### config.mk
export PLATFORM = sky130hd
export DESIGN_NAME = mem_arbiter_rr
export DESIGN_NICKNAME = d
export VERILOG_FILES = /design/src/rtl/mem_arbiter_rr.sv
export SDC_FILE = /design/constraint.sdc
export NUM_CORES = 1
export LEC_CHECK = 0
export BUFFER_PORTS_ARGS = -buffer_cell sky130_fd_sc_hd__buf_2
export CORE_AREA = 5 5 201 203
export DETAILED_ROUTE_END_ITERATION = 7
export DIE_AREA = 0 0 206 208
export GPL_TIMING_DRIVEN = 0
export PLACE_DENSITY = 0.48
export SLEW_MARGIN = 20
export SYNTH_ARGS = -nofsm -noshare
export SYNTH_HDL_FRONTEND = slang
export SYNTH_SLANG_ARGS = --single-unit
### constraint.sdc
create_clock -name clk -period 2.1 [get_ports clk]
set_clock_uncertainty 0.05 [all_clocks]
set_input_delay 0.42 -clock clk [delete_from_list [all_inputs] [get_ports clk]]
set_output_delay 0.42 -clock clk [all_outputs]
set_load 0.01 [all_outputs]
### src/rtl/mem_arbiter_rr.sv
// N-channel round-robin arbiter in front of the single memory port; one transaction is owned at a time.
// Optional build macro MEM_ARB_FIXED_PRIO_EN pins the rotation pointer to 0 (lowest index always wins).
module mem_arbiter_rr #(
    parameter int NUM_REQ          = 2,
    parameter int ADDRESS_WIDTH    = 32,
    parameter int CACHE_LINE_WIDTH = 128
) (
    input  logic                                  clk,
    input  logic                                  reset,
    input  logic [NUM_REQ-1:0]                    req_in,
    input  logic [NUM_REQ-1:0]                    write_in,
    input  logic [NUM_REQ*ADDRESS_WIDTH-1:0]      addr_in,
    input  logic [NUM_REQ*CACHE_LINE_WIDTH-1:0]   data_in,
    input  logic                                  mem_fill_in,
    input  logic [ADDRESS_WIDTH-1:0]              mem_fill_addr_in,
    output logic [NUM_REQ-1:0]                    grant_out,
    output logic [NUM_REQ-1:0]                    done_out,
    output logic                                  busy_out,
    output logic                                  mem_req_out,
    output logic                                  mem_write_out,
    output logic [ADDRESS_WIDTH-1:0]              mem_addr_out,
    output logic [CACHE_LINE_WIDTH-1:0]           mem_data_out
);

    localparam int LINE_OFF = $clog2(CACHE_LINE_WIDTH / 8);
    localparam int OWNER_W  = (NUM_REQ > 1) ? $clog2(NUM_REQ) : 1;
    localparam logic [OWNER_W-1:0] LAST_CH = OWNER_W'(NUM_REQ - 1);
    localparam logic [NUM_REQ-1:0] ONE_HOT0 = NUM_REQ'(1);

    typedef enum logic [1:0] {
        ST_IDLE  = 2'd0,
        ST_ISSUE = 2'd1,
        ST_WAIT  = 2'd2
    } state_t;

    state_t                      r_state;
    logic [OWNER_W-1:0]          r_owner;
    logic [OWNER_W-1:0]          r_rr_ptr;
    logic                        r_write;
    logic [ADDRESS_WIDTH-1:0]    r_addr;
    logic [CACHE_LINE_WIDTH-1:0] r_data;
    logic                        r_mem_req;
    logic                        r_mem_write;
    logic [NUM_REQ-1:0]          r_grant;

    logic [OWNER_W-1:0]          w_winner;
    logic [OWNER_W-1:0]          w_next_ptr;
    logic                        w_any_req;
    logic                        w_fill_hit;
    logic [ADDRESS_WIDTH-1:0]    w_win_addr;
    logic [CACHE_LINE_WIDTH-1:0] w_win_data;
    logic                        w_unused;

    assign w_unused = &{1'b0, mem_fill_addr_in[LINE_OFF-1:0]};

    // Scan from the highest offset down so the channel closest to r_rr_ptr is assigned last and wins.
    always_comb begin
        // NOTE: defaults before the loop keep this purely combinational (no latch when no bit is set).
        w_winner = '0;
        for (int i = NUM_REQ - 1; i >= 0; i--) begin
            if (req_in[(int'(r_rr_ptr) + i) % NUM_REQ]) begin
                w_winner = OWNER_W'((int'(r_rr_ptr) + i) % NUM_REQ);
            end
        end
    end

    assign w_any_req  = |req_in;
    assign w_win_addr = addr_in[int'(w_winner) * ADDRESS_WIDTH +: ADDRESS_WIDTH];
    assign w_win_data = data_in[int'(w_winner) * CACHE_LINE_WIDTH +: CACHE_LINE_WIDTH];

`ifdef MEM_ARB_FIXED_PRIO_EN
    assign w_next_ptr = '0;
`else
    assign w_next_ptr = (r_owner == LAST_CH) ? '0 : r_owner + OWNER_W'(1);
`endif

    // Completion compares line addresses only; the byte offset within the line is irrelevant.
    assign w_fill_hit = (r_state == ST_WAIT) && mem_fill_in &&
                        (mem_fill_addr_in[ADDRESS_WIDTH-1:LINE_OFF] == r_addr[ADDRESS_WIDTH-1:LINE_OFF]);

    always_ff @(posedge clk or negedge reset) begin
        if (!reset) begin
            r_state     <= ST_IDLE;
            r_owner     <= '0;
            r_rr_ptr    <= '0;
            r_write     <= 1'b0;
            r_addr      <= '0;
            r_data      <= '0;
            r_mem_req   <= 1'b0;
            r_mem_write <= 1'b0;
            r_grant     <= '0;
        end else begin
            // NOTE: pulse outputs default low every cycle; only the IDLE->ISSUE transition raises them.
            r_mem_req   <= 1'b0;
            r_mem_write <= 1'b0;
            r_grant     <= '0;
            case (r_state)
                ST_IDLE: begin
                    if (w_any_req) begin
                        r_owner     <= w_winner;
                        r_write     <= write_in[w_winner];
                        r_addr      <= w_win_addr;
                        r_data      <= w_win_data;
                        r_mem_req   <= 1'b1;
                        r_mem_write <= write_in[w_winner];
                        r_grant     <= ONE_HOT0 << w_winner;
                        r_state     <= ST_ISSUE;
                    end
                end
                ST_ISSUE: begin
                    if (r_write) begin
                        r_rr_ptr <= w_next_ptr;
                        r_state  <= ST_IDLE;
                    end else begin
                        r_state  <= ST_WAIT;
                    end
                end
                ST_WAIT: begin
                    if (w_fill_hit) begin
                        r_rr_ptr <= w_next_ptr;
                        r_state  <= ST_IDLE;
                    end
                end
                default: r_state <= ST_IDLE;
            endcase
        end
    end

    assign grant_out     = r_grant;
    assign done_out      = w_fill_hit ? (ONE_HOT0 << r_owner) : '0;
    assign busy_out      = (r_state != ST_IDLE);
    assign mem_req_out   = r_mem_req;
    assign mem_write_out = r_mem_write;
    assign mem_addr_out  = r_addr;
    assign mem_data_out  = r_data;

endmodule

==> reports/metrics.yaml <==
die-area_sq_um: 42800
switchingPower_uw: 7400
start_util: 0.191
power.switching_fraction: 0.394
core_sq_um: 38300
ant_nets: 0
cap_violations: 0
p_int_uw: 11400
cts_num_sinks: 169
vias: 7610
track_usage: 0.156
htreeDepth: 4
fp.dieW_um: 206
rsz0062_at_grt: "true"
layout-drive-gt1-share: 0.531
finalInstanceArea_sq_um: 12000
syn_to_final_growth_pct: 64.6
critPathLaunch: "mem_addr_out[30]"
relSlewSlack: 0.503
finalWorstSetupSlack_ns: -0.517
comb_power_share: 0.491
endpoint: "done_out[0]"
synth.net_count: 989
grt_max_degree: 91
yosysTopAreaCell: "dfrtp_1"
first_iter_violations: 922
peakVddDrop_uv: 557
status: "finished with violations"
cts_buffers: 17
layout_commonest_cell: "buf_2"
hpwl_um: 27900
crit_family: "simple AND/OR/NAND/NOR gates"
p_leak_uw: 0.00663
clk_path_buf_depth: 2
powerDensity_nw_per_um2: 1560
grt_pass1_vias: 7899
cts_tree: "yes"
multiInputGateArea_sq_um: 2360
synth_cells: 630
die_height_um: 208
crit_buf_inv: 2
hold_violations: 0
clk_latency_ns: 0.44
start_kind: "register"
finalCritPeriodShare: 1.25
hp-class: "in2reg"
crit_chain: "xor2_2 > nor4_4 > nand4_1 > buf_4 > nor3_2 > buf_2"
final_nets: 1557
grt_first_pass_wirelength_um: 49700
tightest_slew_ns: 0.746
dpl_cell_area_sq_um: 10600
vias_per_cell: 4.40
finalSetupViolations: 4
crit_cells: 6
rr_worst_depth: 11
register_area_sq_um: 4230
drc: 9
syn_avg_cell_area_sq_um: 11.6
grt_overflow: 0
port_buffers: 521
worst_hold_slack_ns: 0.129
synth_cell_type_count: 24
rows: 72
fillers: 4062
reg2reg_from: "r_state[0]"
critical_path.max_fanout: 2
async_reset_ff_frac: 1.00
ys_top_cells_by_area: "dfrtp_1 58%, a222oi_1 18%, inv_1 7.0%, mux2i_1 4.0%, xor2_1 3.4%"
synth-main-ff-cell: "dfrtp_1"
synth-seq-area-share: 0.579
achievable-frequency_mhz: 382
violations: "DRC, setup timing"
synth_edf_count: 0
fin_crit_ns: 2.62
tns_ns: -1.03
crit_path_end_kind: "primary output"
cp.arrival_ns: 2.15
reg2reg_to: "mem_data_out[55]"
slowest_delay_ns: 0.44
synth_top_area_share: 0.579
r2r_setup_slack_ns: -0.05
crit_required_ns: 1.63
seq_power_share: 0.321
clock_power_share: 0.188
placedCellCount: 1670
synth_seq_cells: 169
wl_um: 36100
synth_area_sq_um: 7310
timing.final.max_slew_violations: 0
final_cell_mix: "524 x buf_2, 165 x dfrtp_1, 137 x inv_1"
diodes: 0
root_buffer: "clkbuf_16"
gp_congestion: 0.821
yosys_warnings: 0
clk_pin_slew_worst_paths_ns: 0.07
num_io_pins: 526
crit_type: "reg2out"
wl_per_cell_um: 20.9
antenna_found_initial: 3
instances_no_fill: 1728
slowest_stage: "nor4_4"
drt_pre_antenna_iters: 8
## cell families (layout without fill, tap and decap cells)
kind of cell / Yosys count / in the layout / share of synthesized area
flip-flops: 169 / 169 / 0.579
multiplexers: 29 / 29 / 0.0397
AO/OA/AOI/OAI: 165 / 165 / 0.205
buffers and inverters: 191 / 771 / 0.112
XOR/XNOR: 28 / 28 / 0.0336
AND/OR/NAND/NOR: 48 / 48 / 0.0307
## per-stage QoR
| step | utilization | setup slack (ns) | total power (uW) |
|---|---|---|---|
| finish | 0.314 | -0.517 | 18800 |
| global route | 0.314 | -0.658 | 20100 |
| CTS | 0.299 | -0.554 | 18000 |
| detailed placement | 0.277 | -0.833 | 14100 |
| global placement | 0.276 | -2.29 | 14000 |
| floorplan | - | 0.252 | 10200 |
## flip-flops by register name (all words and copies together) (netlist names)
name and flops:
mem_write_out 1, mem_addr_out 32, r_write 1, r_owner 1, mem_data_out 128, r_rr_ptr 1
r_state 2, grant_out 2, mem_req_out 1
## power by group through the flow
| stage | combinational, uW | clock, uW | sequential (uW) |
|---|---|---|---|
| finish | 9230 | 3550 | 6030 |
| global route | 10100 | 3790 | 6220 |
| CTS | 8330 | 3690 | 6030 |
| global placement | 8020 | 0 | 6020 |
| detailed placement | 8090 | 0 | 6020 |
| floorplan | 3640 | 0 | 6570 |
## metal layers
| metal | vias up | routed length, um | GRT usage |
|---|---|---|---|
| li1 | 3481 | - | - |
| met1 | 3680 | 14700 | 0.188 |
| met2 | 397 | 17700 | 0.265 |
| met3 | 46 | 2870 | 0.0448 |
| met4 | 6 | 760 | 0.0537 |
| met5 | - | 34 | 0 |
## worst min path at each step
stage                         start           endpoint  slack, ns  cells after the start
finish                 data_in[204]   mem_data_out[76]       0.13                      3
detailed placement            reset  mem_data_out[107]       0.41                      1
global placement    mem_addr_out[3]    mem_addr_out[3]       0.41                      2
CTS                    data_in[204]   mem_data_out[76]       0.09                      3
global route           data_in[204]   mem_data_out[76]       0.11                      3
floorplan                     reset       grant_out[0]       0.07                      0
## synthesized netlist by cell type (2+ instances only)
cell type	number
dfrtp_1	169
inv_1	137
a222oi_1	133
mux2i_1	29
o21ai_0	28
xor2_1	28
nand2_1	27
clkbuf_1	22
buf_2	13
buf_6	8
buf_4	7
nor4_1	6
nor2_1	4
buf_1	3
a21o_1	2
and2_1	2
nand2b_1	2
nand4_1	2
nor3_1	2
o22ai_1	2
## worst reg2reg max path: cells and delay by family (launching register included)
kind | cells | cell delay [ns]
buffers and inverters | 7 | 0.78
DFF | 1 | 0.38
and+or+nand+nor | 3 | 0.48
AOI/OAI and AO/OA | 1 | 0.34
## layout make-up
type	count	area share
well taps	518	0.0539
clock inverters	10	0.0158
multi-input cells	270	0.196
clock buffers	21	0.0383
inverters	138	0.0433
plain buffers	52	0.0456
repair buffers	550	0.255
flip-flops and latches	169	0.352
## repair_timing
item                                    4_1_cts  5_1_grt
endpoints found under the setup margin      139      125
hold buffers                                  1        0
pin swaps                                     9       33
buffers inserted                              5       13
hold endpoints to repair                     89        0
gates resized for setup                      40       96
gates cloned                                  0        9
Note: power is estimated with default switching activity, not from simulation.
